==> src/rtl/uart_rx_fifo.sv <==
// uart_rx_fifo: UART receiver (8N1, or 8E1 when UART_RX_PARITY_EN is defined)
// feeding a first-word-fall-through receive FIFO with a valid/ready pop side.
// The serial input is double-synchronized; every bit is sampled at mid-bit.
// Optional feature macro: UART_RX_PARITY_EN (adds an even-parity bit check).
module uart_rx_fifo #(
  parameter int CLK_DIV    = 16,
  parameter int FIFO_DEPTH = 4
) (
  input  logic                          clk,
  input  logic                          rst_n,
  input  logic                          uart_rx,
  output logic [7:0]                    rx_data,
  output logic                          rx_valid,
  input  logic                          rx_ready,
  output logic [$clog2(FIFO_DEPTH):0]   rx_count,
  output logic                          frame_err,
  output logic                          overrun,
  output logic                          parity_err
);

  localparam int CW = $clog2(CLK_DIV);
  localparam int AW = $clog2(FIFO_DEPTH);
  localparam logic [CW-1:0] MID_CNT  = CW'(CLK_DIV / 2 - 1);
  localparam logic [CW-1:0] END_CNT  = CW'(CLK_DIV - 1);
  localparam logic [AW:0]   FULL_CNT = (AW + 1)'(FIFO_DEPTH);

`ifdef UART_RX_PARITY_EN
  typedef enum logic [2:0] {
    ST_IDLE      = 3'd0,
    ST_START     = 3'd1,
    ST_DATA      = 3'd2,
    ST_PARITY    = 3'd3,
    ST_STOP      = 3'd4,
    ST_WAIT_IDLE = 3'd5
  } state_t;
`else
  typedef enum logic [2:0] {
    ST_IDLE      = 3'd0,
    ST_START     = 3'd1,
    ST_DATA      = 3'd2,
    ST_STOP      = 3'd4,
    ST_WAIT_IDLE = 3'd5
  } state_t;
`endif

  // Even parity bit for a data byte: makes the total count of ones even.
  function automatic logic even_parity(input logic [7:0] d);
    return ^d;
  endfunction

  logic [1:0]    sync_r;
  logic          rx_s;
  state_t        state_r, state_nxt;
  logic [CW-1:0] cnt_r, cnt_nxt;
  logic [2:0]    bit_r, bit_nxt;
  logic [7:0]    shift_r, shift_nxt;
  logic          commit_r, commit_nxt;
  logic          frame_err_r, frame_err_nxt;
`ifdef UART_RX_PARITY_EN
  logic          par_ok_r, par_ok_nxt;
  logic          parity_err_r, parity_err_nxt;
`endif

  logic [7:0]    mem_r [FIFO_DEPTH];
  logic [AW:0]   wr_ptr_r, rd_ptr_r;
  logic          overrun_r;
  logic          full_s, pop_s, push_s;

  assign rx_s = sync_r[1];

  // Two-flop synchronizer for the asynchronous serial line, preset to idle-high.
  always_ff @(posedge clk) begin
    if (!rst_n) begin
      sync_r <= 2'b11;
    end else begin
      sync_r <= {sync_r[0], uart_rx};
    end
  end

  // Receiver next-state logic: bit timing, shifting, framing and parity decisions.
  always_comb begin
    state_nxt      = state_r;
    cnt_nxt        = cnt_r;
    bit_nxt        = bit_r;
    shift_nxt      = shift_r;
    commit_nxt     = 1'b0;
    frame_err_nxt  = 1'b0;
`ifdef UART_RX_PARITY_EN
    par_ok_nxt     = par_ok_r;
    parity_err_nxt = 1'b0;
`endif
    case (state_r)
      ST_IDLE: begin
        if (!rx_s) begin
          state_nxt = ST_START;
          cnt_nxt   = '0;
          bit_nxt   = 3'd0;
        end else begin
          state_nxt = ST_IDLE;
        end
      end
      ST_START: begin
        if (cnt_r == MID_CNT) begin
          cnt_nxt = '0;
          // A start bit that is high again at mid-bit was only a glitch.
          if (rx_s) begin
            state_nxt = ST_IDLE;
          end else begin
            state_nxt = ST_DATA;
          end
        end else begin
          cnt_nxt = cnt_r + CW'(1);
        end
      end
      ST_DATA: begin
        if (cnt_r == END_CNT) begin
          cnt_nxt   = '0;
          shift_nxt = {rx_s, shift_r[7:1]};
          bit_nxt   = bit_r + 3'd1;
          if (bit_r == 3'd7) begin
`ifdef UART_RX_PARITY_EN
            state_nxt = ST_PARITY;
`else
            state_nxt = ST_STOP;
`endif
          end else begin
            state_nxt = ST_DATA;
          end
        end else begin
          cnt_nxt = cnt_r + CW'(1);
        end
      end
`ifdef UART_RX_PARITY_EN
      ST_PARITY: begin
        if (cnt_r == END_CNT) begin
          cnt_nxt    = '0;
          par_ok_nxt = (rx_s == even_parity(shift_r));
          state_nxt  = ST_STOP;
        end else begin
          cnt_nxt = cnt_r + CW'(1);
        end
      end
`endif
      ST_STOP: begin
        if (cnt_r == END_CNT) begin
          cnt_nxt = '0;
`ifdef UART_RX_PARITY_EN
          parity_err_nxt = !par_ok_r;
`endif
          // Leaving at mid-stop lets the next start edge be caught without loss.
          if (rx_s) begin
            state_nxt = ST_IDLE;
`ifdef UART_RX_PARITY_EN
            commit_nxt = par_ok_r;
`else
            commit_nxt = 1'b1;
`endif
          end else begin
            frame_err_nxt = 1'b1;
            state_nxt     = ST_WAIT_IDLE;
          end
        end else begin
          cnt_nxt = cnt_r + CW'(1);
        end
      end
      ST_WAIT_IDLE: begin
        // Break condition: ignore the line until it returns high.
        if (rx_s) begin
          state_nxt = ST_IDLE;
        end else begin
          state_nxt = ST_WAIT_IDLE;
        end
      end
      default: begin
        state_nxt = ST_IDLE;
        cnt_nxt   = '0;
        bit_nxt   = 3'd0;
      end
    endcase
  end

  // Receiver state register; reset discards any partially received byte.
  always_ff @(posedge clk) begin
    if (!rst_n) begin
      state_r      <= ST_IDLE;
      cnt_r        <= '0;
      bit_r        <= 3'd0;
      shift_r      <= 8'h00;
      commit_r     <= 1'b0;
      frame_err_r  <= 1'b0;
`ifdef UART_RX_PARITY_EN
      par_ok_r     <= 1'b1;
      parity_err_r <= 1'b0;
`endif
    end else begin
      state_r      <= state_nxt;
      cnt_r        <= cnt_nxt;
      bit_r        <= bit_nxt;
      shift_r      <= shift_nxt;
      commit_r     <= commit_nxt;
      frame_err_r  <= frame_err_nxt;
`ifdef UART_RX_PARITY_EN
      par_ok_r     <= par_ok_nxt;
      parity_err_r <= parity_err_nxt;
`endif
    end
  end

  assign rx_count = wr_ptr_r - rd_ptr_r;
  assign full_s   = (rx_count == FULL_CNT);
  assign rx_valid = (rx_count != '0);
  assign pop_s    = rx_valid & rx_ready;
  // A pop in the same cycle frees the slot, so a full FIFO can still accept.
  assign push_s   = commit_r & (~full_s | pop_s);
  assign rx_data  = mem_r[rd_ptr_r[AW-1:0]];

  // FIFO storage and pointers; overrun flags a committed byte that had no room.
  always_ff @(posedge clk) begin
    if (!rst_n) begin
      for (int i = 0; i < FIFO_DEPTH; i++) begin
        mem_r[i] <= 8'h00;
      end
      wr_ptr_r  <= '0;
      rd_ptr_r  <= '0;
      overrun_r <= 1'b0;
    end else begin
      if (push_s) begin
        mem_r[wr_ptr_r[AW-1:0]] <= shift_r;
        wr_ptr_r                <= wr_ptr_r + (AW + 1)'(1);
      end
      if (pop_s) begin
        rd_ptr_r <= rd_ptr_r + (AW + 1)'(1);
      end
      overrun_r <= commit_r & full_s & ~pop_s;
    end
  end

  assign frame_err = frame_err_r;
  assign overrun   = overrun_r;
`ifdef UART_RX_PARITY_EN
  assign parity_err = parity_err_r;
`else
  assign parity_err = 1'b0;
`endif

endmodule

==> config.mk <==
export PLATFORM = sky130hd
export DESIGN_NAME = uart_rx_fifo
export DESIGN_NICKNAME = d
export VERILOG_FILES = /design/src/rtl/uart_rx_fifo.sv
export SDC_FILE = /design/constraint.sdc
export NUM_CORES = 1
export LEC_CHECK = 0
export ABC_AREA = 1
export CAP_MARGIN = 15
export CELL_PAD_IN_SITES_DETAIL_PLACEMENT = 0
export CELL_PAD_IN_SITES_GLOBAL_PLACEMENT = 2
export CORE_UTILIZATION = 35
export CTS_CLUSTER_SIZE = 20
export DETAILED_ROUTE_END_ITERATION = 10
export PLACE_DENSITY = 0.72
export SYNTH_ARGS = -nofsm -noshare
export SYNTH_HDL_FRONTEND = slang
export SYNTH_SLANG_ARGS = --single-unit
==> constraint.sdc <==
create_clock -name clk -period 3.2 [get_ports clk]
set_input_delay 0.48 -clock clk [delete_from_list [all_inputs] [get_ports clk]]
set_output_delay 0.48 -clock clk [all_outputs]
set_load 0.03 [all_outputs]
* After elaboration in Yosys (flattened, before gate mapping)
Memories as Yosys holds them, arrays and structs flattened. A register that Yosys moved wholly into a read port is not among the register bits. Cells that the tools add are included.
Word-level totals: logic and storage cells 73, output and inout port bits 15, bits of input ports 4, memories kept 1, bits in writable memories 32, bits in registers 29
Memory list:
- mem_r | depth 4, width 8, rd ports 1, clocked after Yosys merged registers in 1, write ports 4, RTL line 64 | logic [7:0] mem_r [FIFO_DEPTH];
Cells by class: reduce and logical (&&, ||, !) cells 10, multiplexer cells 26, eq/ne operators 12, add/subtract/negate cells 5, bitwise operators 9
Operator list (number):
- 3-bit two-way mux | 7
- 4-bit one-hot mux with 4 select lines | 1
- 3-bit one-hot mux with 5 select lines | 1
- 3-bit == test, second input constant | 4
- 4-bit two-way mux | 3
- 3-bit by 1-bit adder with 3-bit output, second input constant | 3
- 3-bit one-hot mux with 3 select lines | 1
- 3-bit AND reduction | 3
- 1-bit two-way mux | 8
- 2-bit two-way mux | 4
- 8-bit two-way mux | 1
- 2-bit != test, second input constant | 4
- 8-bit OR reduction | 1
- 4-bit by 1-bit adder with 4-bit output, second input constant | 1
- 1-bit bitwise AND | 4
- 4-bit by 3-bit == test with 1-bit output, second input constant | 1
- 4-bit == test, second input constant | 1
- 1-bit inverter | 4
- 2-bit AND reduction | 2
- 3-bit by 1-bit == test with 1-bit output, second input constant | 1
- 3-bit by 2-bit == test with 1-bit output, second input constant | 1
- 3-bit zero test | 1
- 3-bit nonzero test | 1
- 3-bit OR reduction | 1
- 3 further kinds | 3

* Depth between registers and ports, before layout
Gate-level depths: netlist (run 1).
word-level depth 10, mapped depth 12

* Worst setup path before layout (run 1)
No wires, ideal clock.
path kind register to register, start register wr_ptr_r[0], end memory mem_r[3][0], enable pin, library setup time 0.371 ns, cell stages (with the launch flop) 10, required time 2.829 ns, path buffers 0, data arrival time 2.247 ns, setup slack 0.582 ns, cell sequence dfxtp_1 inv_1 ha_1 fa_1 nand2_1 nor2_1 nand3_4 nand2_4 a21oi_2 nor2_1
RTL lines:
- start: declaration | RTL line 65 | logic [AW:0] wr_ptr_r, rd_ptr_r;
- start signal: assignment | RTL line 229 | wr_ptr_r <= wr_ptr_r + (AW + 1)'(1);
- end: declaration | RTL line 64

* Worst setup path after layout (run 1)
start register wr_ptr_r[0], end output rx_valid
Between the ends: word-level cells in the longest chain between the ends 2
Ends and longest elaborated chain:
- 3-bit subtractor | RTL line 209 | assign rx_count = wr_ptr_r - rd_ptr_r;
- 3-bit nonzero test | RTL line 211 | assign rx_valid = (rx_count != '0);
- end: declaration | RTL line 13 | output logic rx_valid,
Every way passes these cells.

==> results.sh, run 1 <==
export IMPL_diodes=0
export IMPL_ir_drop_mv=0.2025
export IMPL_drive_gt1_frac=0.1536
export IMPL_ant_nets=0
export IMPL_syn_avg_cell_area_um2=9.541
export IMPL_start_util=0.3672
export IMPL_fin_skew_ns=0.01084
export IMPL_area_growth_pct=17.72
export IMPL_timing_reg2reg_setup_slack_ns=0.60
export IMPL_max_cap_viol_count=0
export IMPL_rsz0062_at_grt="false"
export IMPL_drtPass1Iterations=4
export IMPL_drv_slew=0
export IMPL_hold_ws_ns=0.4160
export IMPL_cts_buffers_inserted=9
export IMPL_leakage_nw=1.311
export IMPL_place_congestion=0.7288
export IMPL_drt_total_wl_um=5736
export IMPL_netlist_area_um2=2882
export IMPL_grt_pass1_wl_um=9784
export IMPL_yosys_register_bits=63
export IMPL_status="complete, no violations"
export IMPL_post_drt_via_cell_ratio=4.710
export IMPL_grt_pass1_vias=2029
export IMPL_wire_per_inst_um=13.22
export IMPL_portBuffers=17
export IMPL_max_freq_mhz=343.0
export IMPL_period_needed_ns=2.915
export IMPL_synth_cells=302
export IMPL_die_area_um2=8600
export IMPL_worstPathArrival_ns=2.44
export IMPL_clock_path_buffers=2
export IMPL_ios=19
export IMPL_clock_latency_ns=0.34
export IMPL_startpoint_type="flip-flop"
export IMPL_grt_max_degree=22
export IMPL_cts_sinks=63
export IMPL_core_um2=7848
export IMPL_place_hpwl_um=4076
export IMPL_grt_ovfl_total=0
export IMPL_ctsRootBufferMaster="clkbuf_8"
export IMPL_antenna_found_initial=0
export IMPL_cts_setup_buffers=0
export IMPL_nFillCells=817
export IMPL_fin_crit_sh=0.9111
export IMPL_drc_errors=0
export IMPL_placementRows=32
export IMPL_path_class="flip-flop to primary output"
export IMPL_clkTransAtPathRegs_ns=0.08
export IMPL_cp_required_ns=2.72
export IMPL_crit_path_end_kind="primary output"
export IMPL_vias=2044
export IMPL_cp_max_fo=6
export IMPL_cts_tree="built"
export IMPL_final_nets=338
export IMPL_ys_seq_area_frac=0.5488
export IMPL_die_w_um=92.74
export IMPL_setup_tns_ns=0
export IMPL_syn_nets=313
export IMPL_hold_viol_final=0
export IMPL_grtUsageTotal=0.1488
export IMPL_hold_class="flip-flop to flip-flop"
export IMPL_cts_htree_levels=3
export IMPL_drt_iter0_drc=58
export IMPL_powerDensity_nw_per_um2=724.5
export IMPL_ys_types=35
export IMPL_yosysWarnings=0
export IMPL_hold_buffers=0
export IMPL_setup_viol=0
export IMPL_die_y_um=92.74
-- cell usage in the layout, fill, tap and decap left out, types with 2 or more instances in the layout --
cell              n
o21ai_2           2
nor2_4            3
a21oi_1          17
a21oi_2           3
edfxtp_1         32
o22ai_1           9
or2_2             2
clkbuf_8          9
bufinv_16         2
o21ai_1           2
o21ai_0          27
ha_1              6
buf_4             3
nand2_4           3
nand2_2           8
inv_1            28
nand2_1          25
xor2_1            3
clkdlybuf4s50_1  15
nor2_1           61
nand4_4           3
inv_6             4
nand3_1          18
inv_2             2
dfxtp_1          31
-- routing by layer --
layer  wire length [µm]  up-vias  GRT usage
li1                   -     1066          -
met1               2808      947     0.1947
met2               2673       23     0.2377
met3                165        8    0.02791
met4                 89        0    0.06923
met5                  0        -          0
-- worst max-delay path, cell delays in order (launching register included) --
cell and delay [ns]:
dfxtp_1 0.43, inv_1 0.18, ha_1 0.25, fa_1 0.40, inv_1 0.07, nand2_1 0.07
nand2_1 0.09, nand2_2 0.07, nand2_1 0.10, nand2_2 0.09, dlygate4sd2_1 0.37
-- where the power goes --
| part | internal [W] | leakage [nW] | switching [W] |
|---|---|---|---|
| logic | 0.000272 | 0.620 | 0.000464 |
| registers | 0.000887 | 0.580 | 0.0000496 |
| clock network | 0.000448 | 0.111 | 0.000336 |
-- worst paths after layout --
check / end / cells past startpoint / start
setup / recovery: rx_valid / 10 / wr_ptr_r[0]
hold / removal: sync_r[1] / 1 / sync_r[0]
setup reg to reg: mem_r[2][0] / 10 / wr_ptr_r[0]
hold reg to reg: sync_r[1] / 1 / sync_r[0]
-- synthesized netlist by cell type --
cell type / n / area (µm²)
nor2_1: 61 / 229.0
edfxtp_1: 32 / 960.9
dfxtp_1: 31 / 620.6
inv_1: 28 / 105.1
o21ai_0: 27 / 135.1
nand2_1: 25 / 93.84
nand3_1: 18 / 90.09
a21oi_1: 17 / 85.08
o22ai_1: 9 / 56.30
nand2_2: 8 / 50.05
ha_1: 6 / 75.07
a21oi_2: 3 / 26.28
buf_2: 3 / 15.01
nand2_4: 3 / 33.78
nand4_4: 3 / 63.81
nor2_4: 3 / 33.78
xor2_1: 3 / 26.28
inv_2: 2 / 7.510
o21ai_1: 2 / 10.01
o21ai_2: 2 / 17.52
or2_2: 2 / 12.51
a31o_2: 1 / 8.760
a31oi_1: 1 / 6.260
and3_1: 1 / 6.260
buf_4: 1 / 7.510
buf_6: 1 / 11.26
clkbuf_1: 1 / 3.750
clkinv_1: 1 / 3.750
conb_1: 1 / 3.750
fa_1: 1 / 20.02
inv_4: 1 / 6.260
inv_6: 1 / 8.760
nand3_2: 1 / 10.01
nand3_4: 1 / 17.52
nor2_8: 1 / 20.02
-- sequential cells by signal, indices dropped and copies added, names as in the netlist, named ones only --
| register | cells |
|---|---|
| state_r | 3 |
| bit_r | 3 |
| commit_r | 1 |
| frame_err | 1 |
| mem_r | 32 |
| wr_ptr_r | 3 |
| sync_r | 2 |
| shift_r | 8 |
| overrun | 1 |
| cnt_r | 4 |
| rd_ptr_r | 3 |
-- cell type report --
class | count | area (µm²) | area share
sequential | 63 | 1582 | 0.4663
inverter | 33 | 131.4 | 0.03873
tap | 102 | 127.6 | 0.03762
clock buffer | 9 | 123.9 | 0.03652
clock inverter | 7 | 102.6 | 0.03025
multi-input combinational | 200 | 1131 | 0.3335
timing repair buffer | 20 | 193.9 | 0.05717
-- per-stage QoR --
stage                 util  instances  cell area [µm²]  setup slack, ns  power, W
detailed placement  0.4032        418             3164           0.3438  0.001718
global route        0.4322        434             3392           0.1363  0.002607
global placement    0.4032        418             3164           0.3828  0.001720
floorplan                -        302             2882           0.5820  0.001451
finish              0.4322        434             3392           0.2846  0.002458
CTS                 0.4319        434             3390          0.06620  0.002498
-- logic make-up (layout without fill, tap and decap cells) --
group | count (synthesis) | count (layout) | synth area share
simple gates | 127 | 127 | 0.2293
flops | 63 | 63 | 0.5489
compound gates | 62 | 62 | 0.1198
buf+inv | 39 | 69 | 0.05862
fa+ha+maj | 7 | 7 | 0.03300
xor+xnor | 3 | 3 | 0.009120
other cells | 1 | 1 | 0.001301
-- timing repair --
item                       4_1_cts  5_1_grt
cloned                           0        0
setup endpoints to repair        1        1
resized for setup                1        1
(Power assumes the default switching activity.)
==> run 2: changes to the inputs <==
clock period = 3.5 ns   (was 3.2 ns; I/O delays follow)
==> results.sh, run 2 (synthesized netlist as in run 1, its figures left out) <==
export IMPL_die_w_um=92.74
export IMPL_clkTransAtPathRegs_ns=0.07
export IMPL_diodes=0
export IMPL_post_drt_via_cell_ratio=4.707
export IMPL_drt_total_wl_um=5462
export IMPL_grt_pass1_vias=1987
export IMPL_placementRows=32
export IMPL_multi_input_area_um2=1131
export IMPL_cts_resized_gates=0
export IMPL_ios=19
export IMPL_grtUsageTotal=0.1421
export IMPL_largest_reg_flops=32
export IMPL_cp_slowest_stage_delay_ns=0.68
export IMPL_placed_cell_area_um2=3164
export IMPL_drive_gt1_frac=0.1476
export IMPL_cts_buffers_inserted=9
export IMPL_path_class="flip-flop to primary output"
export IMPL_drc_errors=0
export IMPL_regMostFlops="mem_r"
export IMPL_layout_area_seq_um2=1582
export IMPL_powerDensity_nw_per_um2=619.8
export IMPL_nFillCells=790
export IMPL_drt_iter0_drc=87
export IMPL_cts_sinks=63
export IMPL_ant_nets=0
export IMPL_area_growth_pct=15.50
export IMPL_ir_drop_mv=0.1907
export IMPL_grt_ovfl_total=0
export IMPL_die_y_um=92.74
export IMPL_grt_pass1_wl_um=9301
export IMPL_path_cells="inv_1 > ha_1 > fa_1 > inv_1 > nand2_1 > nand3_2 > nand2_1 > nand2_2 > clkdlybuf4s50_1"
export IMPL_hold_buffers=0
export IMPL_status="complete, no violations"
export IMPL_final_cell_area_um2=3328
export IMPL_core_um2=7848
export IMPL_die_area_um2=8600
export IMPL_place_hpwl_um=3977
export IMPL_clock_path_buffers=2
export IMPL_crit_path_end_kind="primary output"
export IMPL_start_util=0.3672
export IMPL_max_cap_viol_count=0
export IMPL_final_common_cell="nor2_1"
export IMPL_antenna_found_initial=0
export IMPL_ctsRootBufferMaster="clkbuf_8"
export IMPL_fin_crit_sh=0.9296
export IMPL_cts_htree_levels=3
export IMPL_cp_max_fo=6
export IMPL_slowest_stage="clkdlybuf4s50_1"
export IMPL_critical_path_top_delay_family="buffers and inverters"
export IMPL_placedCellCount=418
export IMPL_leakage_nw=1.260
export IMPL_vias=2043
export IMPL_fin_skew_ns=0.007708
export IMPL_startpoint_type="flip-flop"
export IMPL_cts_tree="built"
export IMPL_cp_num_buf_inv=3
export IMPL_worstPathArrival_ns=2.73
export IMPL_wire_per_inst_um=12.59
export IMPL_setup_tns_ns=0
export IMPL_final_cell_count_no_fill=434
export IMPL_grt_max_degree=22
export IMPL_max_freq_mhz=307.3
export IMPL_rsz0062_at_grt="false"
export IMPL_drv_slew=0
export IMPL_hold_class="flip-flop to flip-flop"
export IMPL_clock_latency_ns=0.33
export IMPL_layout_common_cells="nor2_1 (61), edfxtp_1 (32), dfxtp_1 (31), inv_1 (28), o21ai_0 (27)"
export IMPL_final_nets=338
export IMPL_period_needed_ns=3.254
export IMPL_place_congestion=0.7323
export IMPL_largestRegisters="mem_r: 32 flops, shift_r: 8 flops, cnt_r: 4 flops"
export IMPL_cts_setup_buffers=0
export IMPL_portBuffers=17
export IMPL_hold_viol_final=0
export IMPL_cp_required_ns=2.97
export IMPL_setup_viol=0
export IMPL_drtPass1Iterations=4
==> run 2: cell types whose count changed in the layout (fill, tap and decap cells not counted), moves of 2 or more <==
cell / previous run / this run
inv_6: 4 / 1
bufinv_16: 2 / 0
clkdlybuf4s50_1: 15 / 17
clkinv_1: 1 / 3
clkinv_2: 0 / 2
clkinvlp_4: 1 / 3
==> run 2: metal layers <==
metal,global-route usage,share of wire,routed length [µm]
met1,0.1774,0.49,2689
met2,0.2259,0.46,2534
met3,0.03777,0.027,150
met4,0.07179,0.016,87
met5,0,0,0
==> run 2: where the power goes <==
| group | internal (W) | total [W] | switching [W] |
|---|---|---|---|
| clock network | 0.000249 | 0.000523 | 0.000274 |
| registers | 0.000812 | 0.000849 | 0.0000366 |
| logic | 0.000260 | 0.000691 | 0.000432 |
==> run 2: metrics by stage <==
stage	setup WS, ns	total power (W)	hold WS, ns	util
floorplan	0.8820	0.001327	0.3925	-
global placement	0.6481	0.001569	0.3961	0.4032
detailed placement	0.5851	0.001564	0.4066	0.4032
CTS	0.2123	0.002097	0.4242	0.4241
global route	0.04076	0.002189	0.4434	0.4241
finish	0.2463	0.002063	0.4173	0.4241
==> run 2: worst reg2reg max path: cells and delay by family, from the launching register on <==
kind                     cells  cell delay (ns)
buffers and inverters        1             0.19
adder cells (fa/ha/maj)      2             0.76
AND/OR/NAND/NOR              5             0.94
flip-flops                   1             0.43
==> run 2: worst paths after layout <==
| path | start | endpoint | slack [ns] | cells past startpoint |
|---|---|---|---|---|
| worst max register to register | wr_ptr_r[0] | mem_r[2][3] | 0.87 | 8 |
| worst min-delay path | sync_r[0] | sync_r[1] | 0.42 | 1 |
| worst max-delay path | wr_ptr_r[0] | rx_valid | 0.25 | 9 |
| worst min register to register | sync_r[0] | sync_r[1] | 0.42 | 1 |
==> run 2: final cells by class <==
cell class / count / area share
Clock buffer: 9 / 0.03722
Clock inverter: 7 / 0.01203
Inverter: 33 / 0.03947
Multi-Input combinational cell: 200 / 0.3398
Sequential cell: 63 / 0.4752
Tap cell: 102 / 0.03835
Timing Repair Buffer: 20 / 0.05789
==> run 3: changes to the inputs <==
MAX_ROUTING_LAYER = met4   (was not set)
==> results.sh, run 3 (synthesized netlist as in run 1, its figures left out) <==
export IMPL_ctsRootBufferMaster="clkbuf_8"
export IMPL_gr_usage_met1=0.1774
export IMPL_die_area_um2=8600
export IMPL_start_util=0.3672
export IMPL_clock_latency_ns=0.33
export IMPL_hold_class="flip-flop to flip-flop"
export IMPL_drt_iter0_drc=95
export IMPL_drv_slew=0
export IMPL_die_w_um=92.74
export IMPL_core_um2=7848
export IMPL_vias=2043
export IMPL_setup_tns_ns=0
export IMPL_regMostFlops="mem_r"
export IMPL_worstPathArrival_ns=2.73
export IMPL_cp_required_ns=2.97
export IMPL_r2r_start="wr_ptr_r[0]"
export IMPL_setup_ws_ns=0.2462
export IMPL_hp_start="sync_r[0]"
export IMPL_final_common_cell="nor2_1"
export IMPL_whs_path_depth=1
export IMPL_path_class="flip-flop to primary output"
export IMPL_diodes=0
export IMPL_setup_viol=0
export IMPL_layout_common_cells="nor2_1 (61), edfxtp_1 (32), dfxtp_1 (31), inv_1 (28), o21ai_0 (27)"
export IMPL_grtUsageTotal=0.1461
export IMPL_placementRows=32
export IMPL_timing_reg2reg_setup_slack_ns=0.87
export IMPL_final_nets=338
export IMPL_clkTransAtPathRegs_ns=0.07
export IMPL_crit_path_end_kind="primary output"
export IMPL_drc_errors=0
export IMPL_area_growth_pct=15.50
export IMPL_cp_max_fo=6
export IMPL_grt_max_degree=22
export IMPL_cts_tree="built"
export IMPL_ir_drop_mv=0.1907
export IMPL_place_congestion=0.7411
export IMPL_hold_buffers=0
export IMPL_post_place_ws_ns=0.5851
export IMPL_cts_htree_levels=3
export IMPL_fin_crit_sh=0.9297
export IMPL_use_met3=0.03777
export IMPL_hold_viol_final=0
export IMPL_cts_resized_gates=0
export IMPL_grt_pass1_vias=1987
export IMPL_drt_total_wl_um=5461
export IMPL_reg2regPathDepth=8
export IMPL_drtPass1Iterations=4
export IMPL_ios=19
export IMPL_fin_skew_ns=0.007720
export IMPL_clock_path_buffers=2
export IMPL_die_y_um=92.74
export IMPL_busiest_layer="met2"
export IMPL_grt_ovfl_total=0
export IMPL_period_needed_ns=3.254
export IMPL_post_drt_via_cell_ratio=4.707
export IMPL_max_freq_mhz=307.3
export IMPL_startpoint_type="flip-flop"
export IMPL_leakage_nw=1.260
export IMPL_cts_setup_buffers=0
export IMPL_multi_input_area_um2=1131
export IMPL_layout_area_seq_um2=1582
export IMPL_largestRegisters="mem_r: 32 flops, shift_r: 8 flops, cnt_r: 4 flops"
export IMPL_status="complete, no violations"
export IMPL_met2_usage=0.2259
export IMPL_place_hpwl_um=3977
export IMPL_holdPathEnd="sync_r[1]"
export IMPL_worstReg2RegEnd="mem_r[2][3]"
export IMPL_cts_buffers_inserted=9
export IMPL_max_cap_viol_count=0
export IMPL_largest_reg_flops=32
export IMPL_portBuffers=17
export IMPL_drive_gt1_frac=0.1476
export IMPL_wire_per_inst_um=12.58
export IMPL_nFillCells=790
export IMPL_rsz0062_at_grt="false"
export IMPL_antenna_found_initial=0
export IMPL_cts_sinks=63
export IMPL_powerDensity_nw_per_um2=619.8
export IMPL_grt_pass1_wl_um=9294
export IMPL_ant_nets=0
## run 3: cell counts in the layout (fill, tap and decap cells not counted)
Identical to the previous run, type by type.
## run 3: final cells by class
class,instances,share of cell area
Inverter,33,0.03947
Clock inverter,7,0.01203
Timing Repair Buffer,20,0.05789
Multi-Input combinational cell,200,0.3398
Tap cell,102,0.03835
Sequential cell,63,0.4752
Clock buffer,9,0.03722
## run 3: worst max-delay path: stages (launching register included)
cell,delay (ns)
dfxtp_1,0.43
inv_1,0.19
ha_1,0.26
fa_1,0.40
inv_1,0.07
nand2_1,0.07
nand3_2,0.11
nand2_1,0.09
nand2_2,0.12
clkdlybuf4s50_1,0.68
## run 3: worst max path at each step
| stage | from | endpoint | slack (ns) | cells after the start |
|---|---|---|---|---|
| 2_1_floorplan | wr_ptr_r[0] | mem_r[3][0] | 0.88 | 9 |
| 3_3_place_gp | wr_ptr_r[0] | rx_valid | 0.65 | 9 |
| 3_5_place_dp | wr_ptr_r[0] | rx_valid | 0.59 | 9 |
| 4_1_cts | wr_ptr_r[0] | rx_valid | 0.21 | 9 |
| 5_1_grt | wr_ptr_r[0] | rx_valid | 0.04 | 9 |
| 6_report | wr_ptr_r[0] | rx_valid | 0.25 | 9 |
## run 3: per-layer routing
metal	wire length [µm]	vias up
li1	-	1067
met2	2534	28
met1	2689	939
met4	85	0
met3	153	9
met5	0	-
## run 3: per-stage QoR
stage	cell area, µm²	utilization	std cells	hold WS (ns)	total power [W]
floorplan	2882	-	302	0.3925	0.001327
global placement	3164	0.4032	418	0.3961	0.001569
detailed placement	3164	0.4032	418	0.4066	0.001564
CTS	3328	0.4241	434	0.4242	0.002097
global route	3328	0.4241	434	0.4434	0.002189
finish	3328	0.4241	434	0.4173	0.002063
## run 3: power breakdown
group	leakage [nW]	switching, W	internal [W]	total [W]
logic	0.604	0.000432	0.000260	0.000691
clock network	0.0761	0.000274	0.000249	0.000523
registers	0.580	0.0000366	0.000812	0.000849
